===== src/rtl/maxunpool_if.sv =====
// Valid/ready bundle for the max-unpool expander: pooled input side and serial window output side.
interface maxunpool_if #(
    parameter int N  = 32,
    parameter int IW = 2
);
    logic                 in_valid;
    logic                 in_ready;
    logic signed [N-1:0]  in_val;
    logic [IW-1:0]        in_idx;
    logic                 in_unpool;
    logic                 out_valid;
    logic                 out_ready;
    logic signed [N-1:0]  O;
    logic [IW-1:0]        out_pos;
    logic                 out_last;
    logic                 err;

    modport master (
        output in_valid, in_val, in_idx, in_unpool, out_ready,
        input  in_ready, out_valid, O, out_pos, out_last, err
    );

    modport slave (
        input  in_valid, in_val, in_idx, in_unpool, out_ready,
        output in_ready, out_valid, O, out_pos, out_last, err
    );
endinterface


===== src/rtl/maxunpool.sv =====
// Streaming max-unpool expander: one pooled value in, K serial beats out with the value at
// the argmax slot (zero elsewhere), or replicated across the window when unpool is off.
module maxunpool #(
    parameter int N  = 32,
    parameter int K  = 4,
    parameter int IW = 2
) (
    input logic         clk,
    input logic         rst,
    maxunpool_if.slave  bus
);
    typedef enum logic {IDLE = 1'b0, EMIT = 1'b1} state_t;

    localparam logic [IW-1:0] LAST_POS = IW'(K - 1);
    localparam logic [IW:0]   K_W      = (IW + 1)'(K);

    state_t              state_q, state_d;
    logic signed [N-1:0] val_q, val_d;
    logic [IW-1:0]       idx_q, idx_d;
    logic [IW-1:0]       pos_q, pos_d;
    logic                unpool_q, unpool_d;
    logic                err_q, err_d;
    logic                emit, last, beat_done, accept;

    always_comb begin
        state_d  = state_q;
        val_d    = val_q;
        idx_d    = idx_q;
        pos_d    = pos_q;
        unpool_d = unpool_q;
        err_d    = err_q;

        emit      = (state_q == EMIT);
        last      = emit && (pos_q == LAST_POS);
        beat_done = emit && bus.out_ready;
        // in_ready looks at out_ready combinationally so the next window can load on the last beat
        bus.in_ready = !rst && (!emit || (beat_done && last));
        accept       = bus.in_valid && bus.in_ready;

        bus.out_valid = emit;
        bus.out_pos   = emit ? pos_q : '0;
        bus.out_last  = last;
        bus.O         = (emit && (!unpool_q || pos_q == idx_q)) ? val_q : '0;
        bus.err       = err_q;

        if (beat_done) begin
            if (last) begin
                state_d = IDLE;
            end else begin
                pos_d = pos_q + 1'b1;
            end
        end

        if (accept) begin
            state_d  = EMIT;
            val_d    = bus.in_val;
            idx_d    = bus.in_idx;
            unpool_d = bus.in_unpool;
            pos_d    = '0;
            if ({1'b0, bus.in_idx} >= K_W) begin
                err_d = 1'b1;
            end
        end
    end

    always_ff @(posedge clk) begin
        if (rst) begin
            state_q  <= IDLE;
            val_q    <= '0;
            idx_q    <= '0;
            pos_q    <= '0;
            unpool_q <= 1'b0;
            err_q    <= 1'b0;
        end else begin
            state_q  <= state_d;
            val_q    <= val_d;
            idx_q    <= idx_d;
            pos_q    <= pos_d;
            unpool_q <= unpool_d;
            err_q    <= err_d;
        end
    end
endmodule

===== src/flat_wrapper.sv =====
// flat-port wrapper written by rule: the top's interface ports become plain ports
module maxunpool_flat 
#(
    parameter int N  = 32,
    parameter int K  = 4,
    parameter int IW = 2
)
  (clk, rst, bus_in_valid, bus_in_val, bus_in_idx, bus_in_unpool, bus_out_ready, bus_in_ready, bus_out_valid, bus_O, bus_out_pos, bus_out_last, bus_err);
  maxunpool_if #(.N(N), .IW(IW)) bus_i ();
  input logic clk;
  input logic rst;
  input wire logic [$bits(bus_i.in_valid)-1:0] bus_in_valid;
  input wire logic [$bits(bus_i.in_val)-1:0] bus_in_val;
  input wire logic [$bits(bus_i.in_idx)-1:0] bus_in_idx;
  input wire logic [$bits(bus_i.in_unpool)-1:0] bus_in_unpool;
  input wire logic [$bits(bus_i.out_ready)-1:0] bus_out_ready;
  output wire logic [$bits(bus_i.in_ready)-1:0] bus_in_ready;
  output wire logic [$bits(bus_i.out_valid)-1:0] bus_out_valid;
  output wire logic [$bits(bus_i.O)-1:0] bus_O;
  output wire logic [$bits(bus_i.out_pos)-1:0] bus_out_pos;
  output wire logic [$bits(bus_i.out_last)-1:0] bus_out_last;
  output wire logic [$bits(bus_i.err)-1:0] bus_err;
  assign bus_i.in_valid = bus_in_valid;
  assign bus_i.in_val = bus_in_val;
  assign bus_i.in_idx = bus_in_idx;
  assign bus_i.in_unpool = bus_in_unpool;
  assign bus_i.out_ready = bus_out_ready;
  assign bus_in_ready = bus_i.in_ready;
  assign bus_out_valid = bus_i.out_valid;
  assign bus_O = bus_i.O;
  assign bus_out_pos = bus_i.out_pos;
  assign bus_out_last = bus_i.out_last;
  assign bus_err = bus_i.err;
  maxunpool #(.N(N), .K(K), .IW(IW)) u_core (.clk(clk), .rst(rst), .bus(bus_i));
endmodule

===== config.mk =====
export PLATFORM = sky130hd
export DESIGN_NAME = maxunpool_flat
export DESIGN_NICKNAME = d
export VERILOG_FILES = /design/src/rtl/maxunpool_if.sv /design/src/rtl/maxunpool.sv /design/src/flat_wrapper.sv
export SDC_FILE = /design/constraint.sdc
export NUM_CORES = 1
export LEC_CHECK = 0
export CAP_MARGIN = 20
export CELL_PAD_IN_SITES_DETAIL_PLACEMENT = 0
export CELL_PAD_IN_SITES_GLOBAL_PLACEMENT = 1
export CORE_ASPECT_RATIO = 0.8
export CORE_MARGIN = 2
export CORE_UTILIZATION = 35
export CTS_CLUSTER_DIAMETER = 40
export DETAILED_ROUTE_END_ITERATION = 8
export GPL_TIMING_DRIVEN = 0
export PLACE_DENSITY = 0.86
export SLEW_MARGIN = 10
export SYNTH_ARGS = -nofsm -noshare
export SYNTH_HDL_FRONTEND = slang
export SYNTH_SLANG_ARGS = --single-unit

===== constraint.sdc =====
create_clock -name clk -period 5.65 [get_ports clk]
set_clock_uncertainty 0.2 [all_clocks]
set_input_delay 1.695 -clock clk [delete_from_list [all_inputs] [get_ports clk]]
set_output_delay 1.695 -clock clk [all_outputs]
set_load 0.02 [all_outputs]

# ---- Yosys cells after proc, flatten, opt, wreduce, memory -nomap -nowiden
# Index checks and enable logic that the tools add are counted.
dict set report word_totals {
  reg_bits 38
  latchBits 0
  ram_bits 0
  romBits 0
  in_bits 39
  out_inout_bits 38
  word_cells 30
  memories 0
}
dict set report classes {
  n_addsub 1
  mul 0
  div_mod_pow 0
  n_lt_le_gt_ge 0
  eq_ne 2
  shift 0
  n_mux 5
  bitwise 1
  reduce_logical 16
}
# cell n
set ops {}
lappend ops {{32-bit 2-to-1 mux} 1}
lappend ops {{1-bit logical AND} 6}
lappend ops {{2-bit AND reduction} 2}
lappend ops {{2-bit nonzero test} 2}
lappend ops {{1-bit logical NOT} 3}
lappend ops {{1-bit 2-to-1 mux} 3}
lappend ops {{2-bit by 1-bit adder with 2-bit output (second input constant)} 1}
lappend ops {{2-bit equality test} 1}
lappend ops {{2-bit equality test (second input constant)} 1}
lappend ops {{1-bit logical OR} 2}
lappend ops {{2-bit 2-to-1 mux} 1}
lappend ops {{2-bit OR reduction} 1}
lappend ops {{1-bit NOT} 1}

# ---- Depth between registers and ports, before layout
dict set report logic_depth {
  depth_word 8
  ltp_mapped 6
  mapped_depth_nobuf 4
}

# ---- Least setup slack after synthesis
# Ideal clock, no wire load.
dict set report synth_path {
  path_type {input -> output}
  from {input port rst}
  to {output port bus_in_ready}
  t_arrival_ns 2.151
  required_ns 3.755
  slack_ns 1.604
  stages 2
  n_path_buf 1
  cell_sequence {buf_2 > nor2_1}
}
dict set report synth_via {
  elab_chain_len 2
}
# item line
set synth_rtl {}
lappend synth_rtl {{from (decl)} flat_wrapper.sv:11} ;# input logic rst;
lappend synth_rtl {{1-bit logical NOT} maxunpool.sv:37} ;# bus.in_ready = !rst && (!emit || (beat_done && last));
lappend synth_rtl {{1-bit logical AND} maxunpool.sv:37}
lappend synth_rtl {{to (decl)} flat_wrapper.sv:17} ;# output wire logic [$bits(bus_i.in_ready)-1:0] bus_in_ready;
# No other way between the ends.

# ---- Worst setup path after layout
# Ends and elaborated chain as after synthesis.

==> results by group <==
Logic synthesis
  – Post-synthesis instance total: 174
  – Top-area cell type share of the netlist area: 38.8%
  – Mean post-synth cell area: around 11 um2
  – Mapped Nets: approximately 210
  – Synth warnings: 0
  – Seq/Total Area, Yosys: 38.8%
  – Distinct cells, synth: 22
  – Leading area contributor after synthesis: dfxtp_1
  – Seq cells post-synth: 38
  – Synth area leaders: dfxtp_1 (39%), mux2_4 (21%), and3_1 (10%)
  – Post-Syn Area: 1960 um2

Finish
  – Ratio of cells with drive above 1 in the final layout: 20.6%
  – Nets: 296
  – Commonest non-fill, non-tap cell in the layout: clkdlybuf4s50_1
  – Post-route cell area: between 2000 and 3000 um2
  – ANT cells: 0
  – Area growth, synth to finish: 48.9%
  – Non-filler cells, final: ~340
  – Most frequent cells in the layout: clkdlybuf4s50_1 (75), dfxtp_1 (38), and3_1 (32)

Clock tree
  – CTS Buffer Depth: 2
  – Worst-path clk slew: 0.07 ns
  – Clock sinks: 38
  – Clk Latency, worst-skew pair: 0.28 ns
  – Setup bufs post-CTS: 0
  – CTS tree: built
  – H-tree levels: 2
  – Post-CTS Hold Buffers: 0
  – Total CTS buffers: 5
  – # resized after CTS: 0
  – Root Driver: clkbuf_8

STA
  – Fmax achieved: 199 MHz
  – Final setup viols: 0
  – Worst-margin pin slew: 0.570 ns
  – RSZ-0062 raised after global routing: no
  – TNS Setup: 0 ns
  – Final Hold Viols: 0
  – Final Max Slew Viols: 0
  – Post-layout min period: 5.03 ns
  – Slew margin rel.: around three fifths
  – Part of the cycle the worst path needs: 89.0%

Critical path
  – Critical path fanouts, max: 10
  – Setup crit start kind: input pin
  – Worst R2R Setup Slack: 3.75 ns
  – Crit. End Element: output port
  – FF-to-FF End: u_core.val_q[14]
  – CP required: 3.75 ns
  – Worst EP arrival: between 3 and 4 ns
  – Kind of critical path: in -> out
  – Reg2reg path depth: 6
  – Launching point of the worst reg2reg path: u_core.pos_q[0]

Global routing
  – Vias in the first global route: 1,452
  – Initial antenna violation count: 0
  – Global Route Usage Sum: 14.5%
  – Grt ovf: 0
  – Largest net degree at the start of global routing: 12
  – First-pass GRT wire length: 7.03 mm

Place
  – PortBufs: 75
  – Placed cell count: 327
  – HPWL Detailed: 3.08 mm
  – Area after DPL: roughly 2800 um2
  – GPL Wtd Cong: 0.707

Power
  – Maximum resistive drop on vdd: 84.0 uV
  – P per Cell Area: 220 nW/um2
  – Leak: roughly 0.0013 uW

Route
  – Vias per cell: 4.36
  – Pre-antenna DRT Iters: 4
  – DRC Markers: 0
  – DR vias: between 1,000 and 1,500
  – DRT iter0 DRCs: 34
  – Average wire per standard cell: 13.1 um
  – Final wirelength: 4.37 mm
  – Post-route ant nets: 0

Floorplan
  – Starting Density: 36.0%
  – Boundary pin count: 77
  – Die extent in x: 87.7 um
  – Core Region: approximately 5400 um2
  – Die height: 70.9 um
  – Die footprint: between 6000 and 7000 um2
  – FP Rows: 24

Run status
  – Status: finished, final reports clean

Min path
  – Min-delay src: u_core.pos_q[1]
  – Hold Path Depth: 2
  – Hold EP: u_core.pos_q[1]
  – HP Class: reg -> reg

Job
  – Number of max-cap violations: 0
power by group:
part           total [uW]  switching [uW]  internal [uW]
Sequential            295            7.93            287
Clock                 214            90.9            123
Combinational         134            50.5           83.5
cells in the mapped netlist:
master,n
buf_2,2
clkbuf_1,8
dfxtp_1,38
xor2_1,3
and3_1,32
o21ai_0,1
buf_4,1
nor3b_2,1
and2_1,3
and2b_1,11
ha_1,1
mux2_2,7
buf_6,2
nor2_1,3
nand3b_1,1
a21boi_4,1
buf_12,3
nor2b_1,24
conb_1,1
mux2i_1,1
mux2_4,28
nor3_1,2
through the flow:
step / hold WS (ns) / util [%] / total power [uW] / setup WS [ns]
after floorplan: 0.336 / - / 377 / 1.60
after global placement: 0.358 / 51.7 / 434 / 0.615
after detailed placement: 0.371 / 51.7 / 435 / 0.629
after CTS: 0.381 / 53.7 / 654 / 0.614
after global routing: 0.411 / 53.7 / 674 / 0.542
final: 0.374 / 53.7 / 643 / 0.624
kinds of logic after synthesis:
group                      after synthesis  synth area share [%]
muxes                                   36                  26.0
adders and majority gates                1                 0.638
AOI/OAI and AO/OA                        2                  1.21
other                                    1                 0.191
xor gates and xnor gates                 3                  1.34
buffers and inverters                   16                  6.64
DFF                                     38                  38.8
and+or+nand+nor                         77                  25.2
state kept, by name, indices dropped and copies added (netlist names):
name / cells
u_core.bus.out_valid: 1
u_core.idx_q: 2
u_core.unpool_q: 1
u_core.pos_q: 2
u_core.val_q: 32
layer usage:
layer / part of all wire [%] / global-route usage [%] / up-vias
li1: - / - / 747
met1: 50 / 20.4 / 668
met2: 43 / 21.0 / 44
met3: 6.6 / 5.25 / 3
met4: 0.37 / 3.59 / 0
met5: 0 / 0 / -
worst max-delay path: stages:
cell             delay [ns]
clkdlybuf4s50_1        0.48
buf_2                  0.23
nor2_1                 0.12
clkdlybuf4s50_1        0.60
layout make-up:
cell class	instances	area [um2]
plain buffers	16	130
clock buffers	8	110
fillers	519	2520
multi-input cells	120	1070
flip-flops and latches	38	761
well taps	78	97.6
repair buffers	75	751
worst max-delay path by stage:
stage                     start  cells past startpoint      endpoint  slack (ns)
after global placement      rst                      4  bus_in_ready        0.61
after global routing        rst                      4  bus_in_ready        0.54
after CTS                   rst                      4  bus_in_ready        0.61
after detailed placement    rst                      4  bus_in_ready        0.63
after floorplan             rst                      2  bus_in_ready        1.60
final                       rst                      4  bus_in_ready        0.62
(Power assumes the default switching activity.)
